===== src/rtl/decode_issue_ctrl_if.sv =====
// decode_issue_ctrl_if
//   Bundles the decode-side handshake and operand fields, the EXE-side
//   handshake and the registered output fields, and the serialization
//   status signals (sys_pulse, freeze, busy) of decode_issue_ctrl.
//   modport slave  : the view used by decode_issue_ctrl itself.
//   modport master : the view used by whatever drives decode and consumes EXE.
interface decode_issue_ctrl_if #(
    parameter int WIDTH       = 32,
    parameter int REG_BITS    = 5,
    parameter int ALUCTL_BITS = 6
);
    // decode side
    logic                   in_valid;
    logic                   in_ready;
    logic [WIDTH-1:0]       in_instr;
    logic [WIDTH-1:0]       in_pc;
    logic [WIDTH-1:0]       in_opa;
    logic [WIDTH-1:0]       in_opb;
    logic [REG_BITS-1:0]    in_dest;
    logic                   in_regwrite;
    logic [ALUCTL_BITS-1:0] in_aluctl;
    logic                   in_memread;
    logic                   in_memwrite;
    logic                   in_serialize;
    logic                   in_notify;
    logic                   flush;
    // EXE side
    logic                   out_valid;
    logic                   out_ready;
    logic [WIDTH-1:0]       out_instr;
    logic [WIDTH-1:0]       out_pc;
    logic [WIDTH-1:0]       out_opa;
    logic [WIDTH-1:0]       out_opb;
    logic [REG_BITS-1:0]    out_dest;
    logic                   out_regwrite;
    logic [ALUCTL_BITS-1:0] out_aluctl;
    logic                   out_memread;
    logic                   out_memwrite;
    // serialization status
    logic                   sys_pulse;
    logic                   freeze;
    logic                   busy;

    modport slave (
        input  in_valid, in_instr, in_pc, in_opa, in_opb, in_dest, in_regwrite,
               in_aluctl, in_memread, in_memwrite, in_serialize, in_notify,
               flush, out_ready,
        output in_ready, out_valid, out_instr, out_pc, out_opa, out_opb,
               out_dest, out_regwrite, out_aluctl, out_memread, out_memwrite,
               sys_pulse, freeze, busy
    );

    modport master (
        output in_valid, in_instr, in_pc, in_opa, in_opb, in_dest, in_regwrite,
               in_aluctl, in_memread, in_memwrite, in_serialize, in_notify,
               flush, out_ready,
        input  in_ready, out_valid, out_instr, out_pc, out_opa, out_opb,
               out_dest, out_regwrite, out_aluctl, out_memread, out_memwrite,
               sys_pulse, freeze, busy
    );
endinterface


===== src/rtl/decode_issue_ctrl.sv =====
// decode_issue_ctrl
//   One-entry decode->EXE pipeline register with a serialization controller.
//   Ordinary ops pass through with one cycle of latency. A serializing op
//   (syscall/LL/SC) is issued with its side effects stripped, then the front
//   end is frozen for DRAIN_CYCLES cycles after the op has left, a one-cycle
//   sys_pulse tells the simulator (if requested), and one recovery cycle
//   follows before new ops are accepted.
//   Ports:
//     CLK   - rising-edge clock
//     RESET - asynchronous, active-high reset
//     bus   - decode_issue_ctrl_if.slave: in_* handshake/fields, flush,
//             out_* handshake/fields, sys_pulse, freeze, busy
module decode_issue_ctrl #(
    parameter int WIDTH        = 32,
    parameter int REG_BITS     = 5,
    parameter int ALUCTL_BITS  = 6,
    parameter int DRAIN_CYCLES = 4
) (
    input  logic               CLK,
    input  logic               RESET,
    decode_issue_ctrl_if.slave bus
);

    generate
        if (DRAIN_CYCLES < 1 || DRAIN_CYCLES > 15) begin : g_bad_drain
            $error("decode_issue_ctrl: DRAIN_CYCLES must be in 1..15");
        end
    endgenerate

    localparam logic [3:0] DRAIN_INIT = 4'(DRAIN_CYCLES);

    typedef enum logic [1:0] {
        IDLE    = 2'd0,
        DRAIN   = 2'd1,
        NOTIFY  = 2'd2,
        RECOVER = 2'd3
    } state_t;

    typedef struct packed {
        logic [WIDTH-1:0]       instr;
        logic [WIDTH-1:0]       pc;
        logic [WIDTH-1:0]       opa;
        logic [WIDTH-1:0]       opb;
        logic [REG_BITS-1:0]    dest;
        logic                   regwrite;
        logic [ALUCTL_BITS-1:0] aluctl;
        logic                   memread;
        logic                   memwrite;
    } out_t;

    state_t     state_q,     state_d;
    logic [3:0] cnt_q,       cnt_d;
    logic       notify_q,    notify_d;
    logic       out_valid_q, out_valid_d;
    logic       sys_pulse_q, sys_pulse_d;
    out_t       out_q,       out_d;

    logic in_ready;
    logic accept;

    assign in_ready = (state_q == IDLE) && (!out_valid_q || bus.out_ready);
    assign accept   = bus.in_valid && in_ready;

    always_comb begin
        state_d     = state_q;
        cnt_d       = cnt_q;
        notify_d    = notify_q;
        out_valid_d = out_valid_q;
        out_d       = out_q;
        sys_pulse_d = 1'b0;

        if (out_valid_q && bus.out_ready) begin
            out_valid_d = 1'b0;
        end

        // A flushed accept is dropped entirely: no load and no serialization.
        if (accept && !bus.flush) begin
            out_valid_d    = 1'b1;
            out_d.instr    = bus.in_instr;
            out_d.pc       = bus.in_pc;
            out_d.aluctl   = bus.in_aluctl;
            if (bus.in_serialize) begin
                out_d.opa      = '0;
                out_d.opb      = '0;
                out_d.dest     = '0;
                out_d.regwrite = 1'b0;
                out_d.memread  = 1'b0;
                out_d.memwrite = 1'b0;
                notify_d       = bus.in_notify;
                cnt_d          = DRAIN_INIT;
                state_d        = DRAIN;
            end else begin
                out_d.opa      = bus.in_opa;
                out_d.opb      = bus.in_opb;
                out_d.dest     = bus.in_dest;
                out_d.regwrite = bus.in_regwrite && (bus.in_dest != '0);
                out_d.memread  = bus.in_memread;
                out_d.memwrite = bus.in_memwrite;
            end
        end

        if (bus.flush) begin
            out_valid_d = 1'b0;
        end

        case (state_q)
            DRAIN: begin
                // Count only once the serializing op is gone from the output
                // register (consumed or flushed at this edge).
                if (!out_valid_d) begin
                    if (cnt_q <= 4'd1) begin
                        cnt_d       = 4'd0;
                        state_d     = NOTIFY;
                        sys_pulse_d = notify_q;
                    end else begin
                        cnt_d = cnt_q - 4'd1;
                    end
                end
            end
            NOTIFY: begin
                notify_d = 1'b0;
                state_d  = RECOVER;
            end
            RECOVER: begin
                state_d = IDLE;
            end
            default: ;
        endcase
    end

    always_ff @(posedge CLK or posedge RESET) begin
        if (RESET) begin
            state_q     <= IDLE;
            cnt_q       <= 4'd0;
            notify_q    <= 1'b0;
            out_valid_q <= 1'b0;
            sys_pulse_q <= 1'b0;
            out_q       <= '0;
        end else begin
            state_q     <= state_d;
            cnt_q       <= cnt_d;
            notify_q    <= notify_d;
            out_valid_q <= out_valid_d;
            sys_pulse_q <= sys_pulse_d;
            out_q       <= out_d;
        end
    end

    assign bus.in_ready     = in_ready;
    assign bus.out_valid    = out_valid_q;
    assign bus.out_instr    = out_q.instr;
    assign bus.out_pc       = out_q.pc;
    assign bus.out_opa      = out_q.opa;
    assign bus.out_opb      = out_q.opb;
    assign bus.out_dest     = out_q.dest;
    assign bus.out_regwrite = out_q.regwrite;
    assign bus.out_aluctl   = out_q.aluctl;
    assign bus.out_memread  = out_q.memread;
    assign bus.out_memwrite = out_q.memwrite;
    assign bus.sys_pulse    = sys_pulse_q;
    assign bus.freeze       = (state_q == DRAIN);
    assign bus.busy         = (state_q != IDLE);

endmodule


===== src/flat_wrapper.sv =====
// flat-port wrapper written by rule: the top's interface ports become plain ports
module decode_issue_ctrl_flat 
#(
    parameter int WIDTH        = 32,
    parameter int REG_BITS     = 5,
    parameter int ALUCTL_BITS  = 6,
    parameter int DRAIN_CYCLES = 4
)
  (CLK, RESET, bus_in_valid, bus_in_instr, bus_in_pc, bus_in_opa, bus_in_opb, bus_in_dest, bus_in_regwrite, bus_in_aluctl, bus_in_memread, bus_in_memwrite, bus_in_serialize, bus_in_notify, bus_flush, bus_out_ready, bus_in_ready, bus_out_valid, bus_out_instr, bus_out_pc, bus_out_opa, bus_out_opb, bus_out_dest, bus_out_regwrite, bus_out_aluctl, bus_out_memread, bus_out_memwrite, bus_sys_pulse, bus_freeze, bus_busy);
  decode_issue_ctrl_if #(.WIDTH(WIDTH), .REG_BITS(REG_BITS), .ALUCTL_BITS(ALUCTL_BITS)) bus_i ();
  input  logic CLK;
  input  logic RESET;
  input wire logic [$bits(bus_i.in_valid)-1:0] bus_in_valid;
  input wire logic [$bits(bus_i.in_instr)-1:0] bus_in_instr;
  input wire logic [$bits(bus_i.in_pc)-1:0] bus_in_pc;
  input wire logic [$bits(bus_i.in_opa)-1:0] bus_in_opa;
  input wire logic [$bits(bus_i.in_opb)-1:0] bus_in_opb;
  input wire logic [$bits(bus_i.in_dest)-1:0] bus_in_dest;
  input wire logic [$bits(bus_i.in_regwrite)-1:0] bus_in_regwrite;
  input wire logic [$bits(bus_i.in_aluctl)-1:0] bus_in_aluctl;
  input wire logic [$bits(bus_i.in_memread)-1:0] bus_in_memread;
  input wire logic [$bits(bus_i.in_memwrite)-1:0] bus_in_memwrite;
  input wire logic [$bits(bus_i.in_serialize)-1:0] bus_in_serialize;
  input wire logic [$bits(bus_i.in_notify)-1:0] bus_in_notify;
  input wire logic [$bits(bus_i.flush)-1:0] bus_flush;
  input wire logic [$bits(bus_i.out_ready)-1:0] bus_out_ready;
  output wire logic [$bits(bus_i.in_ready)-1:0] bus_in_ready;
  output wire logic [$bits(bus_i.out_valid)-1:0] bus_out_valid;
  output wire logic [$bits(bus_i.out_instr)-1:0] bus_out_instr;
  output wire logic [$bits(bus_i.out_pc)-1:0] bus_out_pc;
  output wire logic [$bits(bus_i.out_opa)-1:0] bus_out_opa;
  output wire logic [$bits(bus_i.out_opb)-1:0] bus_out_opb;
  output wire logic [$bits(bus_i.out_dest)-1:0] bus_out_dest;
  output wire logic [$bits(bus_i.out_regwrite)-1:0] bus_out_regwrite;
  output wire logic [$bits(bus_i.out_aluctl)-1:0] bus_out_aluctl;
  output wire logic [$bits(bus_i.out_memread)-1:0] bus_out_memread;
  output wire logic [$bits(bus_i.out_memwrite)-1:0] bus_out_memwrite;
  output wire logic [$bits(bus_i.sys_pulse)-1:0] bus_sys_pulse;
  output wire logic [$bits(bus_i.freeze)-1:0] bus_freeze;
  output wire logic [$bits(bus_i.busy)-1:0] bus_busy;
  assign bus_i.in_valid = bus_in_valid;
  assign bus_i.in_instr = bus_in_instr;
  assign bus_i.in_pc = bus_in_pc;
  assign bus_i.in_opa = bus_in_opa;
  assign bus_i.in_opb = bus_in_opb;
  assign bus_i.in_dest = bus_in_dest;
  assign bus_i.in_regwrite = bus_in_regwrite;
  assign bus_i.in_aluctl = bus_in_aluctl;
  assign bus_i.in_memread = bus_in_memread;
  assign bus_i.in_memwrite = bus_in_memwrite;
  assign bus_i.in_serialize = bus_in_serialize;
  assign bus_i.in_notify = bus_in_notify;
  assign bus_i.flush = bus_flush;
  assign bus_i.out_ready = bus_out_ready;
  assign bus_in_ready = bus_i.in_ready;
  assign bus_out_valid = bus_i.out_valid;
  assign bus_out_instr = bus_i.out_instr;
  assign bus_out_pc = bus_i.out_pc;
  assign bus_out_opa = bus_i.out_opa;
  assign bus_out_opb = bus_i.out_opb;
  assign bus_out_dest = bus_i.out_dest;
  assign bus_out_regwrite = bus_i.out_regwrite;
  assign bus_out_aluctl = bus_i.out_aluctl;
  assign bus_out_memread = bus_i.out_memread;
  assign bus_out_memwrite = bus_i.out_memwrite;
  assign bus_sys_pulse = bus_i.sys_pulse;
  assign bus_freeze = bus_i.freeze;
  assign bus_busy = bus_i.busy;
  decode_issue_ctrl #(.WIDTH(WIDTH), .REG_BITS(REG_BITS), .ALUCTL_BITS(ALUCTL_BITS), .DRAIN_CYCLES(DRAIN_CYCLES)) u_core (.CLK(CLK), .RESET(RESET), .bus(bus_i));
endmodule

===== config.mk =====
export PLATFORM = sky130hd
export DESIGN_NAME = decode_issue_ctrl_flat
export DESIGN_NICKNAME = d
export VERILOG_FILES = /design/src/rtl/decode_issue_ctrl_if.sv /design/src/rtl/decode_issue_ctrl.sv /design/src/flat_wrapper.sv
export SDC_FILE = /design/constraint.sdc
export NUM_CORES = 1
export LEC_CHECK = 0
export CELL_PAD_IN_SITES_DETAIL_PLACEMENT = 1
export CELL_PAD_IN_SITES_GLOBAL_PLACEMENT = 1
export CORE_MARGIN = 2
export CORE_UTILIZATION = 27
export CTS_BUF_LIST = sky130_fd_sc_hd__clkbuf_4
export DETAILED_ROUTE_END_ITERATION = 12
export PLACE_DENSITY = 0.87
export SYNTH_ARGS = -nofsm -noshare
export SYNTH_HDL_FRONTEND = slang
export SYNTH_SLANG_ARGS = --single-unit

===== constraint.sdc =====
create_clock -name CLK -period 5.1 [get_ports CLK]
set_input_delay 0.765 -clock CLK [delete_from_list [all_inputs] [get_ports CLK]]
set_output_delay 0.765 -clock CLK [all_outputs]
set_load 0.01 [all_outputs]

# Word-level counts from Yosys, hierarchy flattened

Index checks and enable logic that the tools add are counted.

Flip-flop bits (word level): 151
Output and inout bits: 147
Logic and storage cells: 54

Add/subtract/negate cells: 1
Order comparisons: 1
Equal/unequal tests: 3
Muxes and demuxes: 21
Reductions and logical operators: 14

Operator list:

| kind                                                            | number |
|---|---|
| 2-to-1 mux 70 bit                                               | 1 |
| 2-to-1 mux 4 bit                                                | 5 |
| 2-to-1 mux 2 bit                                                | 5 |
| 2-to-1 mux 1 bit                                                | 9 |
| one-hot mux 2 bit (3 select lines)                              | 1 |
| nonzero test 2 bit                                              | 3 |
| logical AND 1 bit                                               | 5 |
| nonzero test 5 bit                                              | 1 |
| equality test 2 bit (second input constant)                     | 2 |
| less-or-equal comparator 4 x 1 -> 1 bit (second input constant) | 1 |
| subtractor 4 x 1 -> 4 bit (second input constant)               | 1 |
| equality test 2 x 1 -> 1 bit (second input constant)            | 1 |
| zero test 1 bit                                                 | 2 |
| zero test 2 bit                                                 | 1 |
| AND reduction 2 bit                                             | 1 |
| logical OR 1 bit                                                | 1 |

# Logic depth before layout (Yosys ltp)

Gate-level depths: netlist (run 1).

Word-level depth: 9
Mapped depth: 7

# Least setup slack after synthesis (run 1)

OpenSTA, ideal clock, no wires.

Path kind: input -> output
From: in bus_out_ready
To: out bus_in_ready
Arrival time: 966 ps
Data required time: 4335 ps
Path slack: 3369 ps
Stages: 2
Path buffers: 0
Cells stage by stage: nor2b_1 -> nor2_1

Longest elaborated chain between the ends: 2

Ends and longest elaborated chain:

| element            | RTL line                | source |
|---|---|---|
| start: declaration | flat_wrapper.sv:26      | `input wire logic [$bits(bus_i.out_ready)-1:0] bus_out_ready;` |
| logical OR 1 bit   | decode_issue_ctrl.sv:61 | `assign in_ready = (state_q == IDLE) && (!out_valid_q \|\| bus.out_ready);` |
| logical AND 1 bit  | decode_issue_ctrl.sv:61 |  |
| end: declaration   | flat_wrapper.sv:27      | `output wire logic [$bits(bus_i.in_ready)-1:0] bus_in_ready;` |

No other way between the ends.

# Worst setup path after layout (run 1)

From: reg u_core.state_q[1]
To: out bus_in_ready

Longest elaborated chain between the ends: 2

Ends and longest elaborated chain:

| element                  | RTL line                 | source |
|---|---|---|
| start: declaration       | decode_issue_ctrl.sv:51  | `state_t state_q, state_d;` |
| start signal: assignment | decode_issue_ctrl.sv:140 | `state_q <= state_d;` |
| zero test 2 bit          | decode_issue_ctrl.sv:61  |  |
| logical AND 1 bit        | decode_issue_ctrl.sv:61  |  |

No other way between the ends.

==> metrics.cfg, run 1 <==
[worst_setup_path]
worstPathRequired_ps=4340
worstReg2RegStart=u_core.state_q[1]
end_kind=output port
startpoint=u_core.state_q[1]
arrival_ps=1970
critPathLaunchType=register
ff2ff_path_depth=5
path_class=reg2out
crit_fanout=5
r2r_slack_ps=2820

[cts]
cts_resized=0
cts_hold_buf=0
ctsHtreeMaxLevel=4
cts_max_path_buffers=2
cts_setup_buffers=0
cts_tree=built
cts-root-buf=clkbuf_4
clk_latency_ps=540
clock_sinks=151
cts_made_buffers=17
clk_pin_slew_ps=140

[placement]
routabilityCongestion=0.767
hpwl_mm=14.1
dp_cells=1203
placed_area_sq_um=9150
port_buffers=295
dp_slack_ps=2010

[sta]
worst_slack_ps=2370
hold_violations=0
drv_slew=0
tns_ps=0
fin_worst_skew_ps=26.5
hold_ws_ps=490
rsz0062_at_grt=false
slew_headroom_pct=25.4
setup_violations=0
min_period_ps=2730
period_share_pct=53.6
tightest_slew_ps=1120
max_freq_ghz=0.366

[min_path]
hp-start=u_core.notify_q
min_path_type=reg2reg
holdPathStages=2

[yosys]
synth-edff-count=0
netlist_area_sq_um=6010
synth-seq-cells=151
synth_common_cells=349 x nand2_1, 151 x dfrtp_1, 73 x o21ai_0
synthFlopType=dfrtp_1
synthDistinctLibCells=34
syn_nets=813
synth_area_leaders=dfrtp_1 63%, nand2_1 22%, o21ai_0 6.1%
yosys_warnings=0
synth_top_area_share_pct=62.9
synth_most_common_cell=nand2_1
async_flop_share_pct=100
ys_seq_area_share_pct=62.9
syn_area_per_cell_sq_um=9.08
synth_cells=662
yosys.area.top_type=dfrtp_1

[finish]
seqCellArea_sq_um=3780
syn_to_final_growth_pct=56.8
multiInputGateArea_sq_um=1980
final_area_sq_um=9420
finalNonFillerCells=1236
nets=1093
fillCellCount=2537
drive_gt1_share_pct=4.71

[grt]
grt_pass1_wl_mm=31.5
globalRouteOverflowTotal=0
grt_pass1_vias=5944
track_usage_pct=16.8
grt_max_degree=92
antenna_found_initial=1

[run_status]
status=completed

[power]
leakagePower_nw=4.32
irDropWorstVdd_mv=0.226
powerDensity_nw_per_um2=561

[floorplan]
pin_count=296
fp.coreArea_sq_um=21800
die_h_microns=153
dieArea_sq_um=23500
initial_utilization_pct=27.5
die_width_microns=153
rows=54

[route]
wl_per_cell_microns=15.7
drt_iter0_markers=165
drt_first_pass_iters=4
remaining_drc_errors=0
vias_per_cell=4.45
finalWirelength_mm=19.4
vias=5503
antenna_left=0

[job]
max-cap-violations=0

[worst max-delay path: stages (launching register included)]
cell and delay, ps:
dfrtp_1 420, nor2_2 260, inv_1 90, nor2_1 110, clkdlybuf4s50_1 540
[per-stage QoR]
step	utilization [%]	total power [W]
finish	43.2	0.00529
global route	43.2	0.00570
CTS	43.2	0.00539
detailed placement	41.9	0.00462
global placement	41.9	0.00451
floorplan	-	0.00305
[path summary, 6_finish.rpt]
| kind | to |
|---|---|
| max reg2reg | u_core.bus.out_pc[19] |
| max | bus_in_ready |
| max in group asynchronous | u_core.bus.out_pc[6] |
| min reg2reg | u_core.bus.sys_pulse |
| min | u_core.bus.sys_pulse |
| min in group asynchronous | u_core.bus.out_opa[12] |
[final cells by class]
class	count	share of cell area (%)
Clock inverter	12	1.25
Timing Repair Buffer	300	32.0
Antenna cell	1	0.0266
Multi-Input combinational cell	466	21.0
Tap cell	280	3.72
Clock buffer	20	1.59
Sequential cell	151	40.1
Inverter	6	0.292
[cells by family (layout without fill, tap and decap cells)]
logic type      after synthesis  in the layout  share of synthesized area, %
compound gates               85             85                          7.54
fa+ha+maj                     2              2                         0.416
buf+inv                      45            338                          4.31
flops                       151            151                          62.9
other cells                   0              1                             0
simple gates                379            379                          24.8
[flip-flops by register name, indices dropped and copies added, names as in the netlist, 2 cells and up]
| name | cells |
|---|---|
| u_core.bus.out_instr | 32 |
| u_core.bus.out_opa | 32 |
| u_core.bus.out_opb | 32 |
| u_core.bus.out_pc | 32 |
| u_core.bus.out_aluctl | 6 |
| u_core.bus.out_dest | 5 |
| u_core.cnt_q | 4 |
| u_core.state_q | 2 |
[report_power, final]
group | switching (W) | internal [W] | total (W)
Clock | 0.000476 | 0.000263 | 0.000739
Sequential | 0.000334 | 0.00178 | 0.00211
Combinational | 0.00111 | 0.00133 | 0.00244
[layer usage]
metal / vias to the layer above / global-route usage [%] / part of all wire [%]
met5: - / 0 / 0
met4: 0 / 4.72 / 1.3
met3: 14 / 7.12 / 9.6
met2: 220 / 28.4 / 48
met1: 2636 / 19.6 / 41
li1: 2633 / - / -
[cell usage in the layout, fill, tap and decap left out, types with 2 or more instances in the layout]
| cell | netlist | layout |
|---|---|---|
| nand2_1 | 349 | 349 |
| clkdlybuf4s50_1 | 0 | 295 |
| dfrtp_1 | 151 | 151 |
| o21ai_0 | 73 | 73 |
| clkbuf_4 | 0 | 20 |
| nand2b_1 | 7 | 7 |
| clkinvlp_4 | 0 | 7 |
| nor2_1 | 5 | 5 |
| inv_6 | 0 | 5 |
| inv_1 | 6 | 4 |
| a21oi_1 | 3 | 3 |
| nor3_1 | 3 | 3 |
| buf_4 | 1 | 3 |
| nor2b_1 | 2 | 2 |
| nand3_1 | 2 | 2 |
| a21o_1 | 2 | 2 |
| ha_1 | 2 | 2 |
| buf_12 | 0 | 2 |
Power figures use the tool's default switching activity.
==> inputs of run 2 (changes only) <==
clock period = 2.38 ns   (was 5.1 ns; I/O delays follow)
==> run 2 against run 1 <==
Against the previous run: core utilization rose by 0.66 points; count of clock-buffer cells in the layout is 3 lower; critical path type unchanged; critical path depth shrank 1; worst setup slack worse by 2100 ps; via count up 2.0%; sequential share of layout area decreased by 0.61 points; hold slack got worse by 190 ps.
==> metrics.cfg, run 2 (same netlist as run 1, synthesis figures left out) <==
[placement]
port_buffers=295  ; unchanged
hpwl_mm=14.9  ; was 14.1 mm
routabilityCongestion=0.749  ; was 0.767
dp_slack_ps=367  ; was 2010 ps

[grt]
grt_use_met1_pct=20.9  ; was 19.6%
track_usage_pct=17.6  ; was 16.8%
grt_util_met2_pct=30.0  ; was 28.4%
globalRouteOverflowTotal=0  ; unchanged
antenna_found_initial=1  ; unchanged
grt.busiest_layer=met2  ; unchanged
grt_pass1_vias=6128  ; was 5944
use_met3_pct=6.80  ; was 7.12%
grt_max_degree=85  ; was 92
grt_pass1_wl_mm=33.1  ; was 31.5 mm

[route]
finalWirelength_mm=20.1  ; was 19.4 mm
drt_iter0_markers=166  ; was 165
antenna_left=0  ; unchanged
drt_first_pass_iters=4  ; unchanged
wl_per_cell_microns=16.1  ; was 15.7 microns
remaining_drc_errors=0  ; unchanged
vias_per_cell=4.50  ; was 4.45
vias=5611  ; was 5503

[worst_setup_path]
path_class=reg2out  ; unchanged
crit_fanout=3  ; was 5
crit_family=buffers and inverters  ; unchanged
end_kind=output port  ; unchanged
worstPathRequired_ps=2020  ; was 4340 ps
arrival_ps=1720  ; was 1970 ps
r2r_slack_ps=710  ; was 2820 ps
slowest_stage=clkdlybuf4s50_1  ; unchanged
ff2ff_path_depth=6  ; was 5
worstReg2RegStart=u_core.cnt_q[0]  ; was u_core.state_q[1]
critPathMaxStageDelay_ps=490  ; was 540 ps
critPathBufInv=2  ; unchanged
cp_cell_sequence=nor2_4 -> inv_1 -> clkdlybuf4s50_1  ; was nor2_2 -> inv_1 -> nor2_1 -> clkdlybuf4s50_1
critPathLaunchType=register  ; unchanged
rr_endpoint=u_core.state_q[0]  ; was u_core.bus.out_pc[19]

[cts]
clk_pin_slew_ps=150  ; was 140 ps
clk_latency_ps=530  ; was 540 ps
ctsHtreeMaxLevel=4  ; unchanged
cts_hold_buf=0  ; unchanged
cts_tree=built  ; unchanged
clock_sinks=151  ; unchanged
cts-root-buf=clkbuf_4  ; unchanged
cts_made_buffers=17  ; unchanged
cts_max_path_buffers=2  ; unchanged

[min_path]
min_path_type=in2async  ; was reg2reg

[power]
powerDensity_nw_per_um2=1190  ; was 561 nW/um^2
irDropWorstVdd_mv=0.470  ; was 0.226 mV
power_w=0.0114  ; was 0.00529 W
leakagePower_nw=4.43  ; was 4.32 nW

[sta]
max_freq_ghz=0.482
min_period_ps=2080
setup_violations=0  ; unchanged
tns_ps=0  ; unchanged
tightest_slew_ps=485  ; was 1120 ps
worst_slack_ps=304  ; was 2370 ps
drv_slew=0  ; unchanged
hold_violations=0  ; unchanged
rsz0062_at_grt=false  ; unchanged
fin_worst_skew_ps=25.0  ; was 26.5 ps
slew_headroom_pct=67.7  ; was 25.4%
period_share_pct=87.2
hold_ws_ps=296  ; was 490 ps

[finish]
syn_to_final_growth_pct=59.2  ; was 56.8%
nets=1104  ; was 1093
drive_gt1_share_pct=5.59  ; was 4.71%
fillCellCount=2513  ; was 2537
final_cell_mix=349 x nand2_1, 293 x clkdlybuf4s50_1, 151 x dfrtp_1  ; was 349 x nand2_1, 295 x clkdlybuf4s50_1, 151 x dfrtp_1
final_common_cell=nand2_1  ; unchanged

[floorplan]
fp.coreArea_sq_um=21800  ; unchanged
die_width_microns=153  ; unchanged
die_h_microns=153  ; unchanged
initial_utilization_pct=27.5  ; unchanged
pin_count=296  ; unchanged
dieArea_sq_um=23500  ; unchanged
rows=54  ; unchanged

[run_status]
status=completed  ; unchanged

[job]
max-cap-violations=0  ; unchanged

## run 2: final cells by class
type	count	area, sq um	share of cell area [%]
antenna	1	2.50	0.0262
clock buffer	17	128	1.33
clock inverter	15	119	1.24
inverter	6	26.3	0.275
multi-input combinational	466	1980	20.7
sequential	151	3780	39.5
tap	280	350	3.66
timing repair buffer	311	3180	33.2
## run 2: worst max-delay path by stage
stage | from | endpoint | cells past startpoint | slack (ps)
floorplan | RESET | u_core.bus.out_aluctl[0] | 1 | 120
global placement | bus_flush | u_core.bus.out_opb[13] | 7 | 450
detailed placement | bus_flush | u_core.bus.out_opb[12] | 6 | 370
CTS | u_core.state_q[0] | bus_in_ready | 4 | 50
global route | u_core.state_q[0] | bus_busy | 3 | 170
finish | u_core.state_q[0] | bus_busy | 3 | 300
## run 2: worst min-delay path, delay by kind of cell
kind / cells / cell delay (ps)
buffers and inverters: 3 / 880
## run 2: routing by layer
metal | share of wire [%] | up-vias
li1 | - | 2657
met1 | 40 | 2704
met2 | 49 | 228
met3 | 9.4 | 22
met4 | 1.4 | 0
met5 | 0 | -
## run 2: per-stage QoR
stage / instance area, sq um / utilization [%] / instances
3_5_place_dp: 9300 / 42.6 / 1213
3_3_place_gp: 9300 / 42.6 / 1213
4_1_cts: 9560 / 43.8 / 1246
5_1_grt: 9570 / 43.8 / 1247
2_1_floorplan: 6010 / - / 662
6_report: 9570 / 43.8 / 1247
## run 2: timing repair
action / CTS / global route
gates resized for setup: 1 / 2
cloned: 0 / 0
pin swaps: 1 / 0
setup buffers: 1 / 0
endpoints found under the setup margin: 1 / 2
## run 2: where the power goes
| group | leakage, nW | switching [W] | internal [W] |
|---|---|---|---|
| Sequential | 1.93 | 0.000727 | 0.00380 |
| Clock | 0.128 | 0.00106 | 0.000436 |
| Combinational | 2.37 | 0.00240 | 0.00293 |
==> inputs of run 3 (changes only) <==
ABC_AREA = 1   (was unset)
CORE_UTILIZATION = 29   (was 27)
PLACE_DENSITY = 0.9   (was 0.87)
clock period = 2.2 ns   (was 2.38 ns; I/O delays follow)
==> run 3 against run 2 <==
Against the previous run: critical path depth is 1 higher; register-to-register slack worse by 200 ps; core utilization is 3.5 points higher; critical path type unchanged; critical endpoint unchanged; largest cell class unchanged; largest power group unchanged.
==> metrics.cfg, run 3 <==
[run_status]
status=completed  ; unchanged

[route]
vias=5558  ; was 5611
vias_per_cell=4.44  ; was 4.50
finalWirelength_mm=20.1  ; about the same
drt_first_pass_iters=5  ; was 4
remaining_drc_errors=0  ; unchanged
drt_iter0_markers=183  ; was 166
antenna_left=0  ; unchanged
wl_per_cell_microns=16.0  ; was 16.1 microns

[power]
swShare_pct=36.0  ; was 36.8%
power_w=0.0125  ; was 0.0114 W
switching_power_w=0.00449  ; was 0.00418 W
p_seq_share_pct=39.1  ; was 39.9%
leakagePower_nw=4.68  ; was 4.43 nW
powerDensity_nw_per_um2=1310  ; was 1190 nW/um^2
irDropWorstVdd_mv=0.588  ; was 0.470 mV
intPower_w=0.00797  ; was 0.00717 W
combPwrFrac_pct=47.1  ; was 46.9%
p_clk_share_pct=13.7  ; was 13.1%

[cts]
clock_sinks=151  ; unchanged
ctsHtreeMaxLevel=4  ; unchanged
cts-root-buf=clkbuf_4  ; unchanged
clk_latency_ps=520  ; was 530 ps
cts_made_buffers=17  ; unchanged
clk_pin_slew_ps=140  ; was 150 ps
cts_tree=built  ; unchanged
cts_hold_buf=0  ; unchanged
cts_max_path_buffers=2  ; unchanged

[worst_setup_path]
critPathLaunchType=register  ; unchanged
path_class=reg2out  ; unchanged
arrival_ps=1700  ; was 1720 ps
ff2ff_path_depth=8  ; was 6
worstPathRequired_ps=1870  ; was 2020 ps
end_kind=output port  ; unchanged
crit_fanout=2  ; was 3

[yosys]
synthFlopType=dfrtp_1  ; unchanged
synth-seq-cells=151  ; unchanged
synth_compound_area_share_pct=1.02  ; was 7.54%
synth-edff-count=0  ; unchanged
synth_most_common_cell=nand2_1  ; unchanged
synth_top_family_by_area=simple AND/OR/NAND/NOR gates  ; unchanged
ys_seq_area_share_pct=64.2  ; was 62.9%
syn_area_per_cell_sq_um=8.78  ; was 9.08 sq um
synthDistinctLibCells=18  ; was 34
syn_nets=821  ; was 813
netlist_area_sq_um=5880  ; was 6010 sq um
synthXorXnorAreaFrac_pct=0  ; unchanged
synth_top_area_share_pct=64.2  ; was 62.9%
synthSimpleGateAreaFrac_pct=29.9  ; was 24.8%
yosys.area.top_type=dfrtp_1  ; unchanged
synth_common_cells=430 x nand2_1, 151 x dfrtp_1, 25 x buf_2  ; was 349 x nand2_1, 151 x dfrtp_1, 73 x o21ai_0
synth_area_leaders=dfrtp_1 64%, nand2_1 27%, buf_2 2.1%  ; was dfrtp_1 63%, nand2_1 22%, o21ai_0 6.1%
yosys_warnings=0  ; unchanged
synth.area.mux_share_pct=0  ; unchanged
synthAdderAreaFrac_pct=0.425  ; was 0.416%
synth_cells=670  ; was 662
async_flop_share_pct=100  ; unchanged

[sta]
tightest_slew_ps=355  ; was 485 ps
max_freq_ghz=0.493
slew_headroom_pct=76.3  ; was 67.7%
setup_violations=0  ; unchanged
period_share_pct=92.2
tns_ps=0  ; unchanged
min_period_ps=2030
drv_slew=0  ; unchanged
rsz0062_at_grt=false  ; unchanged
fin_worst_skew_ps=25.1  ; was 25.0 ps
hold_violations=0  ; unchanged

[floorplan]
fp.coreArea_sq_um=20000  ; was 21800 sq um
initial_utilization_pct=29.4  ; was 27.5%
dieArea_sq_um=21400  ; was 23500 sq um
die_width_microns=146  ; was 153 microns
rows=52  ; was 54
die_h_microns=146  ; was 153 microns
pin_count=296  ; unchanged

[finish]
final_common_cell=nand2_1  ; unchanged
syn_to_final_growth_pct=61.3  ; was 59.2%
final_cell_mix=429 x nand2_1, 293 x clkdlybuf4s50_1, 151 x dfrtp_1  ; was 349 x nand2_1, 293 x clkdlybuf4s50_1, 151 x dfrtp_1
drive_gt1_share_pct=5.50  ; was 5.59%
finalNonFillerCells=1252  ; was 1247
nets=1121  ; was 1104
seqCellArea_sq_um=3780  ; unchanged
postLayoutCoreUtil_pct=47.3  ; was 43.8%
multiInputGateArea_sq_um=1850  ; was 1980 sq um
fillCellCount=2392  ; was 2513

[placement]
hpwl_mm=15.2  ; was 14.9 mm
port_buffers=295  ; unchanged
dp_cells=1218  ; was 1213
routabilityCongestion=0.770  ; was 0.749

[grt]
grt_pass1_wl_mm=32.2  ; was 33.1 mm
track_usage_pct=19.2  ; was 17.6%
antenna_found_initial=1  ; unchanged
grt_max_degree=61  ; was 85
grt_pass1_vias=6047  ; was 6128
globalRouteOverflowTotal=0  ; unchanged

[job]
max-cap-violations=0  ; unchanged

[min_path]
min_path_type=in2async  ; unchanged

-- run 3: changes by cell type in the layout (fill, tap and decap cells not counted), moves of 6 or more --
| cell | change |
|---|---|
| nand2_1 | +80 |
| o21ai_0 | -67 |
| inv_1 | +16 |
| nand2b_1 | -7 |
| nand3_1 | +6 |
-- run 3: worst paths after layout --
kind                                   startpoint                        to  slack (ps)
max                             u_core.state_q[0]                  bus_busy         170
min                                         RESET    u_core.bus.out_opa[11]          70
max reg2reg                     u_core.state_q[0]     u_core.bus.out_opa[4]         510
min reg2reg                u_core.bus.out_opb[29]    u_core.bus.out_opb[29]         490
max in group asynchronous                   RESET     u_core.bus.out_pc[16]        1490
min in group CLK                 bus_in_aluctl[4]  u_core.bus.out_aluctl[4]         320
-- run 3: power by group through the flow --
stage	Sequential (W)	Clock [W]	Combinational, W
6_report	0.00487	0.00171	0.00587
5_1_grt	0.00505	0.00190	0.00637
4_1_cts	0.00488	0.00179	0.00596
3_5_place_dp	0.00492	0	0.00591
3_3_place_gp	0.00482	0	0.00568
2_1_floorplan	0.00544	0	0.00164
-- run 3: final cells by class --
type                       instances  area share [%]
sequential                       151            39.8
clock inverter                    11            1.33
timing repair buffer             311            33.3
clock buffer                      19            1.50
inverter                          23           0.950
antenna                            1          0.0264
multi-input combinational        466            19.5
tap                              270            3.56
-- run 3: stage by stage --
stage | hold slack [ps] | worst slack, ps | instance area, sq um
2_1_floorplan | 440 | -33.0 | 5890
3_3_place_gp | 461 | 271 | 9190
3_5_place_dp | 465 | 240 | 9190
4_1_cts | 4.68 | 16.6 | 9470
5_1_grt | 23.5 | 49.1 | 9490
6_report | 74.9 | 172 | 9490
-- run 3: cell families after synthesis --
logic type / after synthesis
and+or+nand+nor: 452
adders and majority gates: 2
buffers and inverters: 53
AOI/OAI and AO/OA: 12
DFF: 151
-- run 3: worst max-delay path, stage by stage, from the launching register on --
cell and delay [ps]:
dfrtp_1 410, nor2_4 50, buf_4 130, inv_1 50, clkdlybuf4s50_1 530
-- run 3: metal layers --
| layer | routed length, microns | vias to the layer above | part of all wire, % | track usage, % |
|---|---|---|---|---|
| met1 | 7970 | 2704 | 40 | 21.8 |
| met2 | 10100 | 209 | 50 | 33.8 |
| met4 | 410 | 0 | 2.0 | 6.26 |
| met5 | 0 | - | 0 | 0 |
| met3 | 1560 | 27 | 7.8 | 6.59 |
| li1 | - | 2618 | - | - |
-- run 3: repair_timing --
item | 4_1_cts | 5_1_grt
cloned | 0 | 0
pin swaps | 1 | 0
setup buffers | 2 | 1
resized for setup | 1 | 2
setup endpoints to repair | 2 | 1
